[src/rtl/frv_rvfi_trace.sv]
// frv_rvfi_trace: RVFI trace producer; operands captured at register-read, merged with writeback at retire.
// Optional rs3 capture is enabled by defining RVFI_RS3_EN.
module frv_rvfi_trace #(
    parameter int XLEN  = 32,
    parameter int DEPTH = 4
) (
    input  logic              g_clk,
    input  logic              g_reset,
    input  logic              id_valid,
    output logic              id_ready,
    input  logic [31:0]       id_insn,
    input  logic [XLEN-1:0]   id_pc,
    input  logic [4:0]        id_rs1_addr,
    input  logic [XLEN-1:0]   id_rs1_rdata,
    input  logic [4:0]        id_rs2_addr,
    input  logic [XLEN-1:0]   id_rs2_rdata,
    input  logic [4:0]        id_rs3_addr,
    input  logic [XLEN-1:0]   id_rs3_rdata,
    input  logic              wb_valid,
    input  logic              wb_trap,
    input  logic [4:0]        wb_rd_addr,
    input  logic [XLEN-1:0]   wb_rd_wdata,
    input  logic              wb_rd_wide,
    input  logic [XLEN-1:0]   wb_rd_wdatahi,
    input  logic [XLEN-1:0]   wb_pc_wdata,
    input  logic [XLEN-1:0]   wb_mem_addr,
    input  logic [XLEN/8-1:0] wb_mem_rmask,
    input  logic [XLEN/8-1:0] wb_mem_wmask,
    input  logic [XLEN-1:0]   wb_mem_rdata,
    input  logic [XLEN-1:0]   wb_mem_wdata,
    input  logic              flush,
    output logic              rvfi_valid,
    output logic [63:0]       rvfi_order,
    output logic [31:0]       rvfi_insn,
    output logic              rvfi_trap,
    output logic [XLEN-1:0]   rvfi_pc_rdata,
    output logic [XLEN-1:0]   rvfi_pc_wdata,
    output logic [4:0]        rvfi_rs1_addr,
    output logic [XLEN-1:0]   rvfi_rs1_rdata,
    output logic [4:0]        rvfi_rs2_addr,
    output logic [XLEN-1:0]   rvfi_rs2_rdata,
    output logic [4:0]        rvfi_rs3_addr,
    output logic [XLEN-1:0]   rvfi_rs3_rdata,
    output logic [4:0]        rvfi_rd_addr,
    output logic [XLEN-1:0]   rvfi_rd_wdata,
    output logic              rvfi_rd_wide,
    output logic [XLEN-1:0]   rvfi_rd_wdatahi,
    output logic [XLEN-1:0]   rvfi_mem_addr,
    output logic [XLEN/8-1:0] rvfi_mem_rmask,
    output logic [XLEN/8-1:0] rvfi_mem_wmask,
    output logic [XLEN-1:0]   rvfi_mem_rdata,
    output logic [XLEN-1:0]   rvfi_mem_wdata,
    output logic              trace_err
);
    localparam int AW = $clog2(DEPTH);
    localparam int PW = AW + 1;

    logic [PW-1:0]   wr_q, wr_d, rd_q, rd_d;
    logic [63:0]     cnt_q;
    logic            full, empty, push, pop;
    logic [AW-1:0]   h;
    logic [31:0]     insn_q [DEPTH];
    logic [XLEN-1:0] pc_q [DEPTH];
    logic [4:0]      rs1a_q [DEPTH];
    logic [4:0]      rs2a_q [DEPTH];
    logic [XLEN-1:0] rs1d_q [DEPTH];
    logic [XLEN-1:0] rs2d_q [DEPTH];

    assign full     = (wr_q ^ rd_q) == {1'b1, {AW{1'b0}}};
    assign empty    = wr_q == rd_q;
    assign id_ready = !full;
    assign push     = id_valid & id_ready & !flush;
    assign pop      = wb_valid & !empty;
    assign h        = rd_q[AW-1:0];

    always_comb begin
        wr_d = flush ? '0 : wr_q + PW'(push);
        rd_d = flush ? '0 : rd_q + PW'(pop);
    end

    always_ff @(posedge g_clk) begin
        if (g_reset) begin
            wr_q <= '0;
            rd_q <= '0;
        end else begin
            wr_q <= wr_d;
            rd_q <= rd_d;
        end
    end

    // Entry storage needs no reset: the pointers alone define what is live.
    always_ff @(posedge g_clk) begin
        if (push) begin
            insn_q[wr_q[AW-1:0]] <= id_insn;
            pc_q[wr_q[AW-1:0]]   <= id_pc;
            rs1a_q[wr_q[AW-1:0]] <= id_rs1_addr;
            rs1d_q[wr_q[AW-1:0]] <= id_rs1_rdata;
            rs2a_q[wr_q[AW-1:0]] <= id_rs2_addr;
            rs2d_q[wr_q[AW-1:0]] <= id_rs2_rdata;
        end
    end

    always_ff @(posedge g_clk) begin
        if (g_reset) begin
            cnt_q           <= '0;
            trace_err       <= 1'b0;
            rvfi_valid      <= 1'b0;
            rvfi_order      <= '0;
            rvfi_insn       <= '0;
            rvfi_trap       <= 1'b0;
            rvfi_pc_rdata   <= '0;
            rvfi_pc_wdata   <= '0;
            rvfi_rs1_addr   <= '0;
            rvfi_rs1_rdata  <= '0;
            rvfi_rs2_addr   <= '0;
            rvfi_rs2_rdata  <= '0;
            rvfi_rd_addr    <= '0;
            rvfi_rd_wdata   <= '0;
            rvfi_rd_wide    <= 1'b0;
            rvfi_rd_wdatahi <= '0;
            rvfi_mem_addr   <= '0;
            rvfi_mem_rmask  <= '0;
            rvfi_mem_wmask  <= '0;
            rvfi_mem_rdata  <= '0;
            rvfi_mem_wdata  <= '0;
        end else begin
            rvfi_valid <= pop;
            trace_err  <= trace_err | (wb_valid & empty);
            if (pop) begin
                cnt_q           <= cnt_q + 64'd1;
                rvfi_order      <= cnt_q;
                rvfi_insn       <= insn_q[h];
                rvfi_trap       <= wb_trap;
                rvfi_pc_rdata   <= pc_q[h];
                rvfi_pc_wdata   <= wb_pc_wdata;
                rvfi_rs1_addr   <= rs1a_q[h];
                rvfi_rs1_rdata  <= rs1d_q[h];
                rvfi_rs2_addr   <= rs2a_q[h];
                rvfi_rs2_rdata  <= rs2d_q[h];
                rvfi_rd_addr    <= wb_trap ? '0 : wb_rd_addr;
                rvfi_rd_wdata   <= (wb_trap || wb_rd_addr == '0) ? '0 : wb_rd_wdata;
                rvfi_rd_wide    <= wb_rd_wide;
                rvfi_rd_wdatahi <= (wb_trap || !wb_rd_wide) ? '0 : wb_rd_wdatahi;
                rvfi_mem_addr   <= wb_mem_addr;
                rvfi_mem_rmask  <= wb_trap ? '0 : wb_mem_rmask;
                rvfi_mem_wmask  <= wb_trap ? '0 : wb_mem_wmask;
                rvfi_mem_rdata  <= wb_mem_rdata;
                rvfi_mem_wdata  <= wb_mem_wdata;
            end
        end
    end

`ifdef RVFI_RS3_EN
    logic [4:0]      rs3a_q [DEPTH];
    logic [XLEN-1:0] rs3d_q [DEPTH];

    always_ff @(posedge g_clk) begin
        if (push) begin
            rs3a_q[wr_q[AW-1:0]] <= id_rs3_addr;
            rs3d_q[wr_q[AW-1:0]] <= id_rs3_rdata;
        end
    end

    always_ff @(posedge g_clk) begin
        if (g_reset) begin
            rvfi_rs3_addr  <= '0;
            rvfi_rs3_rdata <= '0;
        end else if (pop) begin
            rvfi_rs3_addr  <= rs3a_q[h];
            rvfi_rs3_rdata <= rs3d_q[h];
        end
    end
`else
    logic unused_rs3;
    assign unused_rs3     = ^{id_rs3_addr, id_rs3_rdata};
    assign rvfi_rs3_addr  = '0;
    assign rvfi_rs3_rdata = '0;
`endif
endmodule
[config.mk]
export PLATFORM = sky130hd
export DESIGN_NAME = frv_rvfi_trace
export DESIGN_NICKNAME = d
export VERILOG_FILES = /design/src/rtl/frv_rvfi_trace.sv
export SDC_FILE = /design/constraint.sdc
export NUM_CORES = 1
export LEC_CHECK = 0
export CORE_AREA = 2 2 323 325
export CTS_BUF_LIST = sky130_fd_sc_hd__clkbuf_4 sky130_fd_sc_hd__clkbuf_8
export DETAILED_ROUTE_END_ITERATION = 16
export DIE_AREA = 0 0 325 327
export SYNTH_ARGS = -nofsm -noshare
export SYNTH_HDL_FRONTEND = slang
export SYNTH_SLANG_ARGS = --single-unit
[constraint.sdc]
create_clock -name g_clk -period 15.7 [get_ports g_clk]
set_input_delay 1.57 -clock g_clk [delete_from_list [all_inputs] [get_ports g_clk]]
set_output_delay 1.57 -clock g_clk [all_outputs]
set_load 0.02 [all_outputs]
==> impl_metrics.yaml <==
grt:
  grt_pass1_vias: 24350
  grt_max_degree: 191
  grt_pass1_wl_um: 160800
  track_usage: 0.2029
  antenna_found_initial: 36
  overflow: 0
timing:
  tightestPinTransition_ps: 1310
  finalSetupViolCount: 0
  relSlewSlack: 0.1267
  fmax_mhz: 218.6
  skew_ps: 41.09
  finalWorstPathRequiredPeriod_ps: 4574
  slew_viol_final: 0
  fin_tns_setup_ps: 0
  final_hold_viol_count: 0
  grt_setup_unrepaired: "no"
  fin_crit_sh: 0.2913
die:
  io_pins: 836
  die_area_um2: 106300
  start_util: 0.3626
  placementRows: 118
  die_w_um: 325
  coreArea_um2: 102900
  fp.dieH_um: 327
routing:
  via_count: 25060
  drc_errors: 0
  via_per_inst: 4.895
  wl_um: 111300
  first_iter_violations: 1668
  drtAntennaViolNets: 0
  drt_first_pass_iters: 5
  avgRoutedWirePerCell_um: 21.75
final_layout:
  syn_to_final_growth_pct: 33.09
  fillers: 9204
  fin_nets: 3990
  drive_above_1_share: 0.1276
synthesis:
  synth_cells: 2823
  netlist_area_um2: 37320
  yosysUniqueCellTypes: 46
  synth-edff-count: 552
  dominantRegCellSynth: "edfxtp_1"
  yosys_warnings: 0
  avgSynthCellArea_um2: 13.22
  yosysSeqAreaShare: 0.7022
  async_reset_ff_frac: 0
  synth-seq-cells: 1033
hold_path:
  hold_path.class: "reg2reg"
  holdPathEnd: "rvfi_rd_addr[4]"
  whs_path_depth: 2
  min-delay-start: "rvfi_rd_addr[4]"
pwr:
  powerDensity_nw_per_um2: 113.1
  clkPwrFrac: 0.432
  peakVddDrop_mv: 0.07826
  seq_power_share: 0.516
  finalPower_mw: 5.618
  sw_frac_of_total: 0.2183
  leakagePower_nw: 15.94
  power.switching_mw: 1.227
  internal-power_mw: 4.392
  combPwrFrac: 0.052
clock_network:
  cts_hold_buf: 0
  worst_skew_pair.late_latency_ps: 820
  htree_levels: 4
  cts_tree: "built"
  post_cts_buffers: 0
  cts_sinks: 1033
  ctsRootBufferMaster: "clkbuf_8"
  cts_buffers: 170
  cts_resized: 0
  path_clk_slew_ps: 50
  clock_path_buffers: 3
worst_setup_path:
  critPathMaxFanout: 50
  setup.worst_path.start: "rd_q[1]"
  slowest_stage: "dfxtp_4"
  crit_family: "flip-flops"
  r2r_setup_slack_ps: 11260
  startpoint_type: "flop"
  crit_path_cell_trace: "xnor2_1 -> nand3_1 -> clkdlybuf4s50_1"
  path_class: "reg2out"
  ff2ff_path_depth: 7
  cp.arrival_ps: 3000
  end_kind: "output pin"
  reg2reg_to: "rs1d_q[3][9]"
  critical_path_buf_inv_count: 1
  max_stage_delay_ps: 900
  worst_ep_required_time_ps: 14130
  timing.rr.start: "rd_q[1]"
placement:
  portBuffers: 761
  place_hpwl_um: 73890
  place.gp.congestion: 0.8662
status:
  status: "completed"
flow_run:
  drv_cap: 0
[worst register-to-register path, delay by kind of cell (launching register included)]
kind                   cells  cell delay (ps)
XOR/XNOR                   1              310
buffers and inverters      3             1790
AND/OR/NAND/NOR            3              990
flip-flops                 1              900
[worst max path at each step]
stage / cells after the start / end / slack (ps)
after global placement: 6 / pc_q[3][16] / 10390
after detailed placement: 6 / pc_q[3][15] / 10420
final: 3 / id_ready / 11130
after CTS: 3 / id_ready / 10950
after floorplan: 2 / insn_q[1][0] / 3080
after global routing: 3 / id_ready / 10970
[cells by family after synthesis]
kind of cell,Yosys count,share of synthesized area
other,1,0.0001005
adders and majority gates,5,0.001676
muxes,138,0.08328
xor gates and xnor gates,35,0.008214
buffers and inverters,230,0.02830
AOI/OAI and AO/OA,487,0.07423
and+or+nand+nor,894,0.1020
DFF,1033,0.7022
[cells in the final DEF, fill, tap and decap left out, types with 9 or more instances in the layout]
master,count
nor3_1,10
conb_1,37
nand4_1,22
clkinv_2,10
o21ai_0,16
a21oi_1,382
a22o_1,64
clkbuf_8,195
nand3_1,22
xor2_1,13
xnor2_1,22
inv_1,10
mux4_2,138
buf_4,21
nand3b_1,14
nor2_1,37
dfxtp_1,479
clkdlybuf4s50_1,760
diode_2,9
nand2_1,706
edfxtp_1,552
or4_1,18
o31ai_1,15
clkinv_1,13
or3_1,17
clkbuf_4,71
[flip-flops by register name (all words and copies together), names as in the netlist, 5 cells and up]
register and cells:
rs2d_q 128, rvfi_rs2_rdata 32, rs1a_q 20, rvfi_pc_rdata 32
insn_q 128, rvfi_order 64, pc_q 128, rvfi_mem_addr 32
cnt_q 64, rvfi_rs1_addr 5, rvfi_rd_wdata 32, rvfi_rs2_addr 5
rs1d_q 128, rvfi_insn 32, rvfi_rd_addr 5, rs2a_q 20
rvfi_pc_wdata 32, rvfi_rd_wdatahi 32, rvfi_mem_rdata 32, rvfi_mem_wdata 32
rvfi_rs1_rdata 32
[power groups by stage]
stage | logic [mW] | registers [mW] | clock network (mW)
3_3_place_gp | 0.295 | 2.96 | 0
5_1_grt | 0.313 | 2.90 | 2.62
3_5_place_dp | 0.296 | 2.96 | 0
6_report | 0.294 | 2.90 | 2.42
4_1_cts | 0.297 | 2.90 | 2.50
2_1_floorplan | 0.101 | 2.98 | 0
[cell usage after synthesis (all sizes together) (16+ instances only)]
master,instances,area (um^2)
nand2,706,2650
edfxtp,552,16580
dfxtp,481,9629
a21oi,382,1912
mux4,138,3108
clkbuf,136,511.7
buf,83,503.0
a22o,64,560.5
nor2,39,148.9
nand3,24,130.1
nand4,23,150.1
xnor2,22,192.7
or4,18,135.1
or3,17,106.4
o21ai,16,80.08
o31ai,16,120.1
[metal layers]
layer  wire length, um  GRT usage
met1             45110     0.2493
met2             53240     0.3299
met5               172          0
met3             10460    0.08350
met4              2346    0.05566
[per-stage QoR]
step           worst slack, ps  utilization  cell area, um^2  instances  hold slack (ps)
2_1_floorplan             3083            -            37450       2859            440.1
3_3_place_gp             10390       0.4479            46090       4806            438.9
3_5_place_dp             10420       0.4479            46090       4806            443.6
4_1_cts                  10950       0.4824            49640       5110            451.6
5_1_grt                  10970       0.4825            49650       5114            466.6
6_report                 11130       0.4826            49670       5119            449.4
[cell type report]
class | instances | area (um^2) | area share
diodes | 9 | 22.52 | 0.0004535
clock buffers | 266 | 3217 | 0.06477
clock inverters | 38 | 331.6 | 0.006676
inverters | 11 | 48.80 | 0.0009825
multi-input cells | 1596 | 10250 | 0.2063
flip-flops and latches | 1033 | 26210 | 0.5278
well taps | 1380 | 1727 | 0.03477
repair buffers | 786 | 7860 | 0.1583
Note: power is estimated with default switching activity, not from simulation.
